==> src/rtl/xbus_gpio_pkg.sv <==
// Shared register map and byte-lane helper for the xbus_gpio block.
package xbus_gpio_pkg;

  localparam logic [2:0] REG_LED_DATA = 3'd0;
  localparam logic [2:0] REG_LED_SET  = 3'd1;
  localparam logic [2:0] REG_LED_CLR  = 3'd2;
  localparam logic [2:0] REG_SW_STATE = 3'd3;
  localparam logic [2:0] REG_SW_EDGE  = 3'd4;
  localparam logic [2:0] REG_IRQ_EN   = 3'd5;

  localparam logic [31:0] RESERVED_RD_VAL = 32'h0000_0000;

  // Expand the four byte enables into a 32-bit write mask.
  function automatic logic [31:0] be_mask(input logic [3:0] be);
    be_mask = {{8{be[3]}}, {8{be[2]}}, {8{be[1]}}, {8{be[0]}}};
  endfunction

endpackage

==> src/rtl/gpio_debounce.sv <==
// One switch bit: 2-flop synchroniser plus optional stability counter.
// Counter logic only exists when XBUS_GPIO_DEBOUNCE_EN is defined.
module gpio_debounce #(
  parameter int unsigned DB_CYCLES = 100000
) (
  input  logic clk,
  input  logic rst,
  input  logic sw,
  output logic stable,
  output logic change
);

  logic sync1_r;
  logic sync2_r;

  // Metastability synchroniser for the asynchronous switch input.
  always_ff @(posedge clk or posedge rst) begin
    if (rst) begin
      sync1_r <= 1'b0;
      sync2_r <= 1'b0;
    end else begin
      sync1_r <= sw;
      sync2_r <= sync1_r;
    end
  end

`ifdef XBUS_GPIO_DEBOUNCE_EN
  localparam int unsigned CNT_W = (DB_CYCLES > 1) ? $clog2(DB_CYCLES) : 1;
  localparam logic [CNT_W-1:0] CNT_LAST = CNT_W'(DB_CYCLES - 1);

  logic [CNT_W-1:0] cnt_r;
  logic [CNT_W-1:0] cnt_nxt_s;
  logic             stable_r;
  logic             accept_s;

  // Count consecutive disagreeing cycles; saturate into acceptance, never wrap.
  always_comb begin
    cnt_nxt_s = '0;
    accept_s  = 1'b0;
    if (sync2_r == stable_r) begin
      cnt_nxt_s = '0;
    end else if (cnt_r == CNT_LAST) begin
      accept_s  = 1'b1;
      cnt_nxt_s = '0;
    end else begin
      cnt_nxt_s = cnt_r + CNT_W'(1);
    end
  end

  // Counter and accepted value registers.
  always_ff @(posedge clk or posedge rst) begin
    if (rst) begin
      cnt_r    <= '0;
      stable_r <= 1'b0;
    end else begin
      cnt_r    <= cnt_nxt_s;
      stable_r <= accept_s ? sync2_r : stable_r;
    end
  end

  assign stable = stable_r;
  assign change = accept_s;
`else
  localparam int unsigned db_cycles_unused = DB_CYCLES;

  // The synchroniser output is the stable value; it changes on the next edge.
  assign stable = sync2_r;
  assign change = sync1_r ^ sync2_r;
`endif

endmodule

==> src/rtl/xbus_gpio.sv <==
// XBUS-attached GPIO: LED register bank, debounced switches, edge flags, irq.
// Debouncing is enabled by defining XBUS_GPIO_DEBOUNCE_EN.
module xbus_gpio
  import xbus_gpio_pkg::*;
#(
  parameter int unsigned SW_W      = 16,
  parameter int unsigned LED_W     = 16,
  parameter int unsigned DB_CYCLES = 100000
) (
  input  logic              clk,
  input  logic              rst,
  input  logic              xbus_cs,
  input  logic              xbus_we,
  input  logic [3:0]        xbus_be,
  input  logic [31:0]       xbus_addr,
  input  logic [31:0]       xbus_wdata,
  output logic [31:0]       xbus_rdata,
  input  logic [SW_W-1:0]   sw,
  output logic [LED_W-1:0]  led,
  output logic              irq
);

  logic [LED_W-1:0] led_r;
  logic [LED_W-1:0] led_nxt_s;
  logic [SW_W-1:0]  edge_r;
  logic [SW_W-1:0]  edge_nxt_s;
  logic [SW_W-1:0]  edge_clr_s;
  logic [SW_W-1:0]  irq_en_r;
  logic [SW_W-1:0]  irq_en_nxt_s;
  logic             irq_r;
  logic [SW_W-1:0]  stable_s;
  logic [SW_W-1:0]  change_s;

  logic        wr_s;
  logic [2:0]  idx_s;
  logic [31:0] mask_s;
  logic [31:0] wmask_s;
  logic [31:0] led32_s;
  logic        unused_addr_s;

  assign wr_s          = xbus_cs & xbus_we;
  assign idx_s         = xbus_addr[4:2];
  assign mask_s        = be_mask(xbus_be);
  assign wmask_s       = xbus_wdata & mask_s;
  assign led32_s       = 32'(led_r);
  assign unused_addr_s = ^{xbus_addr[31:5], xbus_addr[1:0]};

  for (genvar i = 0; i < SW_W; i++) begin : g_db
    gpio_debounce #(
      .DB_CYCLES(DB_CYCLES)
    ) u_db (
      .clk   (clk),
      .rst   (rst),
      .sw    (sw[i]),
      .stable(stable_s[i]),
      .change(change_s[i])
    );
  end

  // LED next state: direct write, set-on-one, clear-on-one.
  always_comb begin
    led_nxt_s = led_r;
    if (wr_s) begin
      case (idx_s)
        REG_LED_DATA: led_nxt_s = LED_W'((led32_s & ~mask_s) | wmask_s);
        REG_LED_SET:  led_nxt_s = LED_W'(led32_s | wmask_s);
        REG_LED_CLR:  led_nxt_s = LED_W'(led32_s & ~wmask_s);
        default:      led_nxt_s = led_r;
      endcase
    end else begin
      led_nxt_s = led_r;
    end
  end

  // Edge flags (a new change beats a coincident clear) and interrupt enables.
  always_comb begin
    edge_clr_s   = '0;
    irq_en_nxt_s = irq_en_r;
    if (wr_s && (idx_s == REG_SW_EDGE)) begin
      edge_clr_s = SW_W'(wmask_s);
    end else begin
      edge_clr_s = '0;
    end
    if (wr_s && (idx_s == REG_IRQ_EN)) begin
      irq_en_nxt_s = SW_W'((32'(irq_en_r) & ~mask_s) | wmask_s);
    end else begin
      irq_en_nxt_s = irq_en_r;
    end
    edge_nxt_s = (edge_r & ~edge_clr_s) | change_s;
  end

  // Register state and the level interrupt.
  always_ff @(posedge clk or posedge rst) begin
    if (rst) begin
      led_r    <= '0;
      edge_r   <= '0;
      irq_en_r <= '0;
      irq_r    <= 1'b0;
    end else begin
      led_r    <= led_nxt_s;
      edge_r   <= edge_nxt_s;
      irq_en_r <= irq_en_nxt_s;
      irq_r    <= |(edge_r & irq_en_r);
    end
  end

  // Zero-wait read mux, independent of chip select.
  always_comb begin
    xbus_rdata = RESERVED_RD_VAL;
    case (idx_s)
      REG_LED_DATA, REG_LED_SET, REG_LED_CLR: xbus_rdata = led32_s;
      REG_SW_STATE: xbus_rdata = 32'(stable_s);
      REG_SW_EDGE:  xbus_rdata = 32'(edge_r);
      REG_IRQ_EN:   xbus_rdata = 32'(irq_en_r);
      default:      xbus_rdata = RESERVED_RD_VAL;
    endcase
  end

  assign led = led_r;
  assign irq = irq_r;

endmodule
==> config.mk <==
export PLATFORM = sky130hd
export DESIGN_NAME = xbus_gpio
export DESIGN_NICKNAME = d
export VERILOG_FILES = /design/src/rtl/xbus_gpio_pkg.sv /design/src/rtl/gpio_debounce.sv /design/src/rtl/xbus_gpio.sv
export SDC_FILE = /design/constraint.sdc
export NUM_CORES = 1
export LEC_CHECK = 0
export ABC_CLOCK_PERIOD_IN_PS = 4100
export CORE_UTILIZATION = 39
export DETAILED_ROUTE_END_ITERATION = 16
export PLACE_DENSITY = 0.69
export SLEW_MARGIN = 10
export SYNTH_ARGS = -nofsm -noshare
export SYNTH_HDL_FRONTEND = slang
export SYNTH_SLANG_ARGS = --single-unit
==> constraint.sdc <==
create_clock -name clk -period 4.1 [get_ports clk]
set_clock_uncertainty 0.2 [all_clocks]
set_input_delay 1.025 -clock clk [delete_from_list [all_inputs] [get_ports clk]]
set_output_delay 1.025 -clock clk [all_outputs]
set_load 0.005 [all_outputs]
==> summary.md <==
| Metric | Value |
|---|---|
| Synth top area share | `57.57%` |
| Layout cells sized above 1 | `between 10% and 20%` |
| Rows | `34` |
| Maxcap violations | `0` |
| Diodes inserted | `0` |
| Largest cells by area after synthesis | `dfrtp_1 58%, a22o_1 9.0%, mux2_2 4.8%, a221o_1 4.5%, o311ai_0 4.0%` |
| Total wire length | `8.389 mm` |
| Synth Area in Adders | `0%` |
| Initial core utilization | `approximately 40%` |
| Sw Ratio | `25.66%` |
| Hold Vio Cnt, Final | `0` |
| Syn Area/Cell | `13.09 um2` |
| PwrDens | `between 400 and 500 mW/mm2` |
| Core area | `between 0.008 and 0.009 mm2` |
| Area leader, netlist | `dfrtp_1` |
| I/O pin cnt | `about 140` |
| Via density | `~5.6` |
| Post-CTS setup buffer count | `0` |
| Outcome | `finished clean` |
| Synthesized flop and latch total | `81` |
| Number of vias in the routed layout | `2,620` |
| Die Wd | `slightly below 100 um` |
| Grt ovf | `0` |
| Int Pwr | `between 0.001 and 0.0015 W` |
| Multi-input gate area | `approximately 0.0014 mm2` |
| TritonCTS buffer count | `9` |
| Crit path launch | `xbus_addr[3]` |
| Pin count of the biggest net entering global routing | `53` |
| Skew-Pair Late Insertion Delay | `0.35 ns` |
| Post-synthesis xor/xnor area fraction | `under 10%` |
| Vias in the first global route | `2,624` |
| Setup TNS | `0 ns` |
| Die H | `between 90 and 100 um` |
| Crit path time final | `3.949 ns` |
| Clock-pin slew on the worst setup and hold paths | `~0.08 ns` |
| Largest family of logic cells by synthesized area | `compound AO/OA/AOI/OAI gates` |
| Initial antenna violation count | `0` |
| Peak VDD IR | `about 0.26 mV` |
| Register area share after synthesis | `between 50% and 60%` |
| Clock sink total | `81` |
| Leakage power | `approximately 1.9 nW` |
| CP required | `approximately 2.9 ns` |
| Worst slew margin | `between 30 and 40%` |
| Peak Freq | `about 0.25 GHz` |
| Critical Path Start Type | `primary input` |
| Avg WL per Cell | `between 15 and 20 um` |
| 1st-pass router iterations | `4` |
| Slew Viols, Final | `0` |
| CTS H-tree lvls | `3` |
| Gpl congestion | `between 0.7 and 0.8` |
| Setup crit end kind | `primary output` |
| Unrepaired setup endpoints after global routing | `no` |
| Post-Synthesis Cells | `269` |
| Cell Area, Synth | `between 0.003 and 0.004 mm2` |
| First-pass GRT wire length | `13.88 mm` |
| Antenna Nets Post-Route | `0` |
| Simple-Gate Fraction of Synth Area | `between 4 and 5%` |
| Layout Cells excl Fill | `466` |
| Period Utilization, post-route | `between 90% and 100%` |
| Netlist cell types | `27` |
| Fill cell count | `between 700 and 800` |
| Total power | `between 0.0015 and 0.002 W` |
| Final net count | `~440` |
| Clock Path Buffers | `2` |
| CP max FO | `10` |
| Mux cell area share after synthesis | `under 10%` |
| Power share of the combinational group | `19.2%` |
| Post-DP HPWL | `just under 6 mm` |
| Inst Count DP | `450` |
| DRC violations left | `0` |
| Worst Hold Class | `flip-flop to flip-flop` |
| Tot GR Track Use | `18.73%` |
| CTS root buffer | `clkbuf_8` |
| Port bufs | `73` |
| Post-synthesis compound-gate area fraction | `~22%` |
| R2R Path Start | `edge_r[7]$_DFF_PP0_` |
| DRT iter0 DRCs | `~150` |
| Final setup viols | `0` |
| Sw power | `roughly 0.00048 W` |
| Clock Power Share | `a little under a third` |
| Worst Hold Launch | `g_db[12].u_db.sync1_r$_DFF_PP0_` |
| TritonCTS clock tree | `built` |
| Critical Setup Path Class | `primary input to primary output` |
| Sequential Power Share | `about 50%` |
| Area Overhead vs Synth | `30.99%` |
| Die area | `about 0.0094 mm2` |
| Register area | `between 0.002 and 0.0025 mm2` |
| Critical Path AT | `2.72 ns` |
| Tightest Pin Transition | `roughly 0.90 ns` |
| Yosys warns | `0` |
through the flow:
stage,setup WS [ns],area (um2),hold slack [ns],utilization (%)
global route,0.09872,4612,0.2034,52.88
CTS,0.01520,4596,0.1986,52.70
detailed placement,-0.07117,4400,0.1815,50.46
finish,0.1514,4612,0.1940,52.88
global placement,-0.08782,4400,0.1788,50.46
floorplan,0.7949,3577,0.1715,-
timing repair:
action | 4_1_cts | 5_1_grt
hold buffers | 0 | 0
gates resized for setup | 3 | 4
pin swaps | 0 | 0
endpoints found under the setup margin | 16 | 14
worst max-delay path: stages:
cell and delay [ns]:
dlygate4sd2_1 0.33, and3b_1 0.22, buf_4 0.17, a22o_1 0.24, a221o_1 0.28, clkdlybuf4s50_1 0.45
placed cells by master, fill, tap and decap left out, types with 2 or more instances in the layout:
cell type        instances
a21o_1                  16
a221o_1                 16
a221oi_1                 4
a22o_1                  36
and2_1                   2
and3_1                   2
buf_4                   16
buf_6                    2
clkbuf_8                10
clkdlybuf4s50_1         70
clkinv_2                 5
conb_1                  16
dfrtp_1                 81
dlygate4sd2_1            2
mux2_2                  15
nand2_1                  3
nand3_1                 16
nor2_4                   2
o311ai_0                16
xor2_1                  16
Yosys cell counts:
library cell	count
inv_1	1
or3b_2	1
a221oi_1	4
nand3_1	16
dfrtp_1	81
and3b_1	1
buf_6	1
nor3b_1	1
nor2_4	2
mux2_2	15
a221o_1	16
o311ai_0	16
mux2_1	1
and2_1	2
xor2_1	16
nand2_1	3
xnor2_1	1
a21oi_1	1
a22o_1	36
a21o_1	16
buf_2	10
nor2_1	1
conb_1	1
clkbuf_1	7
and3_1	2
buf_4	16
nand4_1	1
area by class of cell:
cell class | instances | area share, %
multi-input cells | 168 | 29.41
clock inverters | 6 | 1.248
clock buffers | 10 | 2.984
inverters | 1 | 0.1085
flip-flops and latches | 81 | 43.95
repair buffers | 92 | 19.37
well taps | 108 | 2.930
path summary, 6_finish.rpt:
kind	endpoint	slack (ns)	depth (start not counted)
max in group asynchronous	g_db[8].u_db.stable$_DFF_PP0_	2.09	3
max reg2reg	irq$_DFF_PP0_	2.63	3
min in group asynchronous	g_db[14].u_db.sync1_r$_DFF_PP0_	0.97	2
max	xbus_rdata[1]	0.15	6
min reg2reg	g_db[12].u_db.stable$_DFF_PP0_	0.19	0
min	g_db[12].u_db.stable$_DFF_PP0_	0.19	0
routing by layer:
layer	part of all wire [%]	vias to the layer above	global-route usage, %	wire length (um)
met1	44	1334	25.71	3662
met5	0	-	0	0
met4	1.6	0	6.774	138
li1	-	1180	-	-
met2	50	94	30.07	4188
met3	4.8	12	2.962	399
power by group through the flow:
stage | logic (W) | registers (W) | clock network (W)
after floorplan | 0.000172 | 0.000944 | 0
after global routing | 0.000391 | 0.000952 | 0.000620
after global placement | 0.000357 | 0.000954 | 0
final | 0.000361 | 0.000940 | 0.000578
after CTS | 0.000364 | 0.000940 | 0.000584
after detailed placement | 0.000361 | 0.000954 | 0
cells by family (layout without fill, tap and decap cells):
kind of cell,after synthesis,in the layout
AO/OA/AOI/OAI,89,89
multiplexers,16,16
flip-flops,81,81
XOR/XNOR,17,17
buffers and inverters,35,109
other,1,16
AND/OR/NAND/NOR,30,30
(Power assumes the default switching activity.)
